===== src/rtl/i2s_serializer.sv =====
// Mono sample to I2S serializer: one-deep holding register, self-generated SCLK/LRCLK.
// Define I2S_LEFT_JUSTIFIED_EN for left-justified data mapping (MSB on the LRCLK edge).
module i2s_serializer #(
    parameter int DATA_WIDTH = 24,
    parameter int SLOT_WIDTH = 32,
    parameter int SCLK_DIV   = 4
) (
    input  logic                  i_clk,
    input  logic                  i_rst,
    input  logic                  i_en,
    input  logic [DATA_WIDTH-1:0] iv_din,
    input  logic                  i_din_valid,
    output logic                  o_ready,
    output logic                  o_sclk,
    output logic                  o_lrclk,
    output logic                  o_sdata,
    output logic                  o_underrun
);
    localparam int BCW = $clog2(2*SLOT_WIDTH);
    localparam int DCW = (SCLK_DIV > 1) ? $clog2(SCLK_DIV) : 1;
    localparam logic [BCW-1:0] BC_LAST  = BCW'(2*SLOT_WIDTH-1);
    localparam logic [BCW-1:0] BC_SLOT  = BCW'(SLOT_WIDTH);
    localparam logic [DCW-1:0] DIV_LAST = DCW'(SCLK_DIV-1);

    typedef enum logic {S_EMPTY, S_FULL} hold_state_t;

    hold_state_t           state, state_nxt;
    logic [DATA_WIDTH-1:0] hold_reg, frame_reg, frame_nxt;
    logic [DCW-1:0]        div_cnt;
    logic [BCW-1:0]        bit_cnt, bit_cnt_nxt, k_nxt;
    logic                  fall, load, sdata_nxt;

    assign fall        = i_en && (div_cnt == DIV_LAST) && o_sclk;
    assign load        = fall && (bit_cnt == BC_LAST);
    assign bit_cnt_nxt = (bit_cnt == BC_LAST) ? '0 : bit_cnt + BCW'(1);
    assign k_nxt       = (bit_cnt_nxt >= BC_SLOT) ? bit_cnt_nxt - BC_SLOT : bit_cnt_nxt;
    assign o_ready     = (state == S_EMPTY);

    always_ff @(posedge i_clk) begin
        if (i_rst) state <= S_EMPTY;
        else       state <= state_nxt;
    end

    // Load decision uses the pre-edge state, so an accept on a load cycle still underruns.
    always_comb begin
        state_nxt = state;
        case (state)
            S_EMPTY: if (i_din_valid) state_nxt = S_FULL;
            S_FULL:  if (load)        state_nxt = S_EMPTY;
            default:                  state_nxt = S_EMPTY;
        endcase
    end

    always_comb begin
        frame_nxt = frame_reg;
        if (load) frame_nxt = (state == S_FULL) ? hold_reg : '0;
    end

    // Bit for the slot position being entered; uses frame_nxt so k=0 sees a fresh load.
    always_comb begin
        sdata_nxt = 1'b0;
        for (int i = 0; i < DATA_WIDTH; i++) begin
`ifdef I2S_LEFT_JUSTIFIED_EN
            if (k_nxt == BCW'(DATA_WIDTH-1-i)) sdata_nxt = frame_nxt[i];
`else
            if (k_nxt == BCW'(DATA_WIDTH-i)) sdata_nxt = frame_nxt[i];
`endif
        end
    end

    always_ff @(posedge i_clk) begin
        if (i_rst) begin
            hold_reg   <= '0;
            frame_reg  <= '0;
            div_cnt    <= '0;
            bit_cnt    <= BC_LAST;
            o_sclk     <= 1'b0;
            o_lrclk    <= 1'b0;
            o_sdata    <= 1'b0;
            o_underrun <= 1'b0;
        end else begin
            o_underrun <= load && (state == S_EMPTY);
            if ((state == S_EMPTY) && i_din_valid) hold_reg <= iv_din;
            if (i_en) begin
                if (div_cnt == DIV_LAST) begin
                    div_cnt <= '0;
                    o_sclk  <= ~o_sclk;
                end else begin
                    div_cnt <= div_cnt + DCW'(1);
                end
            end
            if (fall) begin
                bit_cnt   <= bit_cnt_nxt;
                o_lrclk   <= (bit_cnt_nxt >= BC_SLOT);
                o_sdata   <= sdata_nxt;
                frame_reg <= frame_nxt;
            end
        end
    end
endmodule


===== config.mk =====
export PLATFORM = sky130hd
export DESIGN_NAME = i2s_serializer
export DESIGN_NICKNAME = d
export VERILOG_FILES = /design/src/rtl/i2s_serializer.sv
export SDC_FILE = /design/constraint.sdc
export NUM_CORES = 1
export LEC_CHECK = 0
export BUFFER_PORTS_ARGS = -buffer_cell sky130_fd_sc_hd__buf_4
export CAP_MARGIN = 20
export CORE_MARGIN = 2
export CORE_UTILIZATION = 30
export CTS_CLUSTER_SIZE = 10
export DETAILED_ROUTE_END_ITERATION = 10
export PLACE_DENSITY_LB_ADDON = 0.2
export SLEW_MARGIN = 20
export SYNTH_ARGS = -nofsm -noshare
export SYNTH_HDL_FRONTEND = slang
export SYNTH_SLANG_ARGS = --single-unit

===== constraint.sdc =====
create_clock -name i_clk -period 3.4 [get_ports i_clk]
set_clock_uncertainty 0.2 [all_clocks]
set_input_delay 0.17 -clock i_clk [delete_from_list [all_inputs] [get_ports i_clk]]
set_output_delay 0.17 -clock i_clk [all_outputs]
set_load 0.05 [all_outputs]

* Yosys cells after proc, flatten, opt, wreduce, memory -nomap -nowiden *
Cells that the tools add are included.

word-level totals
  flip-flop bits (word level) = 61
  input bits = 28
  output and inout bits = 5
  logic and storage cells = 79

operators by class
  add/subtract/negate cells = 3
  order comparisons = 1
  eq/ne operators = 26
  multiplexer cells = 32
  bitwise gates (word level) = 2
  reduce and logical (&&, ||, !) cells = 6

operator list
  operator             count
  $eq 6x5->1 const B   9
  $eq 6x4->1 const B   8
  $mux 24              2
  $mux 1               26
  $eq 6x3->1 const B   4
  $eq 6x2->1 const B   2
  $mux 6               2
  $add 6x1->6 const B  1
  $eq 6x1->1 const B   1
  $eq 6x6->1 const B   1
  $ge 6x6->1 const B   1
  $sub 6x6->6 const B  1
  $logic_and 1x1->1    5
  $add 2x1->2 const B  1
  $eq 2x2->1 const B   1
  $mux 2               1
  $not 1->1            2
  $pmux 1 s2           1
  $reduce_and 2->1     1

* Longest topological paths before layout *
  depth in word-level cells = 29
  mapped depth = 13

* Least setup slack after synthesis *
OpenSTA, ideal clock, no wires.

  kind = register to register
  from = register o_sclk
  to = register o_sdata
  arrival time = 2.383 ns
  required time = 3.070 ns
  setup slack = 0.687 ns
  cell stages (with the launch flop) = 10
  cell sequence = dfxtp_1 nand3_1 or3_1 buf_6 a21oi_2 o221ai_1 a22o_1 a211o_1 a31oi_1 o211ai_2

on the way
  word-level cells in the longest chain between the ends = 27

ends and longest elaborated chain
  item                    RTL line  source
  start, declared         14        output logic o_sclk,
  start signal, assigned  87        o_sclk <= ~o_sclk;
  $logic_and 1x1->1 *     33        assign fall = i_en && (div_cnt == DIV_LAST) && o_sclk;
  $logic_and 1x1->1       34        assign load = fall && (bit_cnt == BC_LAST);
  $mux 24                 56        if (load) frame_nxt = (state == S_FULL) ? hold_reg : '0;
  $mux 1 (24 in a row)    66        if (k_nxt == BCW'(DATA_WIDTH-i)) sdata_nxt = frame_nxt[i];
  end signal, assigned    95        o_sdata <= sdata_nxt;
  end, declared           16        output logic o_sdata,

Mark *: on every way between the ends. The rest lies on a longest branch, timed or not.
A chain may end at the register's enable or synchronous reset.

* Worst setup path in the final report *
  from = register bit_cnt[0]
  to = register o_sdata

on the way
  word-level cells in the longest chain between the ends = 29
  elaborated cells between the ends (all ways) = 56

ends and longest elaborated chain
  item                                       RTL line  source
  start, declared                            30        logic [BCW-1:0] bit_cnt, bit_cnt_nxt, k_nxt;
  start signal, assigned                     93        bit_cnt <= bit_cnt_nxt;
  $add 6x1->6 or $eq 6x6->1 (tied branches)  35, 34
  $mux 6                                     35        assign bit_cnt_nxt = (bit_cnt == BC_LAST) ? '0 : bit_cnt + BCW'(1);
  $sub 6x6->6 or $ge 6x6->1 (tied branches)  36        assign k_nxt = (bit_cnt_nxt >= BC_SLOT) ? bit_cnt_nxt - BC_SLOT : bit_cnt_nxt;
  $mux 6                                     36
  $eq 6x5->1                                 66
  $mux 1 (23 in a row)                       66
  $mux 1 *                                   66

Marked as above.

==> summary.md <==
| Metric | Value |
|---|---|
| Final #Nets | `469` |
| Hold Path Class | `in2reg` |
| Cell type group with the largest total delay on the critical path | `compound AO/OA/AOI/OAI gates` |
| Hold Violations, Final | `0` |
| Count of unique library cells instantiated by Yosys | `49` |
| Commonest cells in the netlist | `90 x sky130_fd_sc_hd__nand2_1, 61 x sky130_fd_sc_hd__dfxtp_1, 48 x sky130_fd_sc_hd__a21oi_1` |
| Critical path endpoint category | `register` |
| Number of input and output port buffers inserted | `32` |
| Wire length per cell | `13.6 µm` |
| FF-to-FF path depth | `9` |
| Slew margin rel. | `48.3%` |
| Share of the synthesized area in the top cell type | `41.3%` |
| Dominant cells by area after synthesis | `sky130_fd_sc_hd__dfxtp_1 41%, sky130_fd_sc_hd__nand2_1 11%, sky130_fd_sc_hd__a21oi_1 8.1%` |
| TritonRoute pass-1 iters | `5` |
| Stages on the worst setup path | `9` |
| Avg Cell Area, Syn | `7.56 µm²` |
| Async set or reset register ratio after synthesis | `0%` |
| Number of instances on the worst hold path | `2` |
| CTS buffer count | `9` |
| Metal2 WL | `3380 µm` |
| Cell taking the most area after synthesis | `sky130_fd_sc_hd__dfxtp_1` |
| Vias in the first global route | `2606` |
| Maximum vdd drop | `0.217 mV` |
| Synthesis-to-layout area growth | `25.0%` |
| Fraction of the yosys area taken by sequential cells | `41.3%` |
| Clock edge transition at the registers on the reported setup and hold paths | `0.08 ns` |
| Initial Util | `30.5%` |
| Final clock period utilization by the worst path | `91.0%` |
| Global route total overflow | `0` |
| DPL Wire Length | `5320 µm` |
| Level count of the clock H-tree | `3` |
| Required @ worst endpoint | `3.42 ns` |
| Top routing layer in use | `met4` |
| Wirelength, routed | `7820 µm` |
| Flops & latches, synth | `61` |
| Count of yosys warnings during synthesis | `0` |
| Critical path buffer and inverter count | `0` |
| Switching share of power | `26.2%` |
| Summed instance area of the synthesized netlist | `2960 µm²` |
| Run status | `finished, final reports clean` |
| GP Congestion | `0.853` |
| Gr usage total | `15.6%` |
| Final setup margin | `0.304 ns` |
| Share of cells above drive strength 1 | `13.9%` |
| Summed area of non-filler cells in the final layout | `3700 µm²` |
| Unrepaired setup endpoints after global routing | `false` |
| Synthesized netlist cell count | `391` |
| Non-filler instance count after layout | `573` |
| Post-synth net total | `425` |
| DRC Markers | `0` |
| Initial antenna violation count | `0` |
| Top fanout value on the critical path | `10` |
| Cell Int Power | `1.06 mW` |
| Post-layout util | `38.2%` |
| Share of total power in combinational logic | `8.1%` |
| Gates resized, CTS repair | `0` |
| Portion of total power attributed to sequential cells | `52.5%` |
| Maximum Capacitance Violations | `0` |
| Mean number of vias per cell | `4.97` |
| Hold buffer count at CTS | `25` |
| Total length of routed met3 wires | `448 µm` |
| Clock tree from TritonCTS | `yes` |
| Overall power | `1.43 mW` |
| Later-pin clock latency in the skew report | `0.34 ns` |
| Top FF cell, synth | `sky130_fd_sc_hd__dfxtp_1` |
| Top-count cell post-synth | `sky130_fd_sc_hd__nand2_1` |
| Post-DRT Antenna Nets | `0` |
| Clock net sink count | `61` |
| Number of enable flip-flop cells after synthesis | `0` |
| Worst-case hold slack | `0.107 ns` |
| Areal power density over the cells | `387 nW/µm²` |
| Actual transition at the worst max-transition pin | `0.774 ns` |
| Startpoint kind of the worst setup timing path | `register` |
| Final worst path period need | `3.10 ns` |
| Total number of placement rows | `36` |
| Total count of max-transition violations in the final report | `0` |
| CP max stage cell | `sky130_fd_sc_hd__or3_1` |
| Wire length of the first global-routing pass | `12900 µm` |
| Chip Width | `103 µm` |
| Overall via count from detail_route | `2849` |
| Top-Level Pins | `33` |
| Number of antenna repair diodes | `0` |
| Switching pwr | `374 µW` |
| Clk pwr share | `39.4%` |
| Dpl cells | `532` |
| Total negative slack for setup checks | `0 ns` |
| Maximum number of pins on one net before global-route repair | `54` |
| Cell breakdown of the critical path | `ha_1, nand3_2, or3_1, a21oi_4, o221ai_1, a22o_1, a211o_1, a31oi_1, o211ai_2` |
| Number of buffers on the longest clock path | `2` |
| Max incr delay on CP | `0.61 ns` |
| Arrival time of the worst setup path | `3.12 ns` |
| Critical path type | `reg2reg` |
| Core Box Area | `9680 µm²` |
| Overall die area | `10700 µm²` |
| Reported leakage power | `1.55 nW` |
| Drt initial violations | `259` |
| Wire length the detailed router placed on met1 | `3850 µm` |
| Timing-limited maximum frequency | `323 MHz` |
| Post-CTS Setup Bufs | `0` |
| Setup slack after placement | `0.357 ns` |
| Height of the die | `103 µm` |
| Standard cell area after detailed placement | `3280 µm²` |
| Number of endpoints failing setup at the final stage | `0` |
| Library cell used as clock root buffer | `sky130_fd_sc_hd__clkbuf_8` |
==> power groups by stage <==
stage	sequential, mW	clock [mW]	combinational, mW
finish	0.751	0.563	0.116
global route	0.754	0.619	0.131
CTS	0.751	0.587	0.117
detailed placement	0.768	0	0.0947
global placement	0.767	0	0.0943
floorplan	0.759	0	0.0599
==> layer usage <==
metal / vias to the layer above / global-route usage (%)
met5: - / 0
met4: 0 / 6.98
met3: 16 / 2.89
met2: 96 / 22.3
met1: 1290 / 22.9
li1: 1447 / -
==> cell families (layout without fill, tap and decap cells) <==
| group | count (synthesis) | after routing | share of synthesized area (%) |
|---|---|---|---|
| AND/OR/NAND/NOR | 181 | 181 | 27.4 |
| buffers and inverters | 38 | 87 | 5.42 |
| AO/OA/AOI/OAI | 98 | 98 | 21.2 |
| adder cells (fa/ha/maj) | 6 | 6 | 2.54 |
| flip-flops | 61 | 61 | 41.3 |
| XOR/XNOR | 5 | 5 | 1.48 |
| multiplexers | 2 | 2 | 0.677 |
==> worst paths after layout <==
| kind | slack [ns] | start | endpoint |
|---|---|---|---|
| max reg2reg | 0.30 | bit_cnt[0]$_SDFFE_PP1N_ | o_sdata$_SDFFE_PP0N_ |
| min reg2reg | 0.26 | hold_reg[17]$_SDFFE_PP0P_ | hold_reg[17]$_SDFFE_PP0P_ |
| max | 0.30 | bit_cnt[0]$_SDFFE_PP1N_ | o_sdata$_SDFFE_PP0N_ |
| min | 0.11 | i_rst | o_sclk$_SDFFE_PP0N_ |
==> worst register-to-register path, stage by stage (launching register included) <==
cell and delay (ns):
sky130_fd_sc_hd__dfxtp_1 0.45, sky130_fd_sc_hd__ha_1 0.37, sky130_fd_sc_hd__nand3_2 0.16, sky130_fd_sc_hd__or3_1 0.61, sky130_fd_sc_hd__a21oi_4 0.28, sky130_fd_sc_hd__o221ai_1 0.13
sky130_fd_sc_hd__a22o_1 0.23, sky130_fd_sc_hd__a211o_1 0.27, sky130_fd_sc_hd__a31oi_1 0.19, sky130_fd_sc_hd__o211ai_2 0.09
==> area by class of cell <==
| class | instances | area [µm²] |
|---|---|---|
| fill | 1026 | 5990 |
| clock buffer | 10 | 128 |
| tap | 133 | 166 |
| sequential | 61 | 1220 |
| timing repair buffer | 63 | 536 |
| clock inverter | 6 | 40.0 |
| inverter | 8 | 30.0 |
| multi-input combinational | 292 | 1580 |
==> cell usage in the layout, fill, tap and decap left out, drive strengths merged, types with 4 or more instances in the layout <==
| cell type | instances |
|---|---|
| a21oi | 51 |
| a31oi | 4 |
| and2 | 8 |
| and3 | 9 |
| buf | 38 |
| clkbuf | 10 |
| clkinv | 5 |
| dfxtp | 61 |
| dlygate4sd3 | 25 |
| ha | 6 |
| inv | 8 |
| nand2 | 90 |
| nand3 | 17 |
| nand4 | 8 |
| nor2 | 28 |
| nor3 | 11 |
| o211ai | 4 |
| o21ai | 12 |
Power figures use the tool's default switching activity.
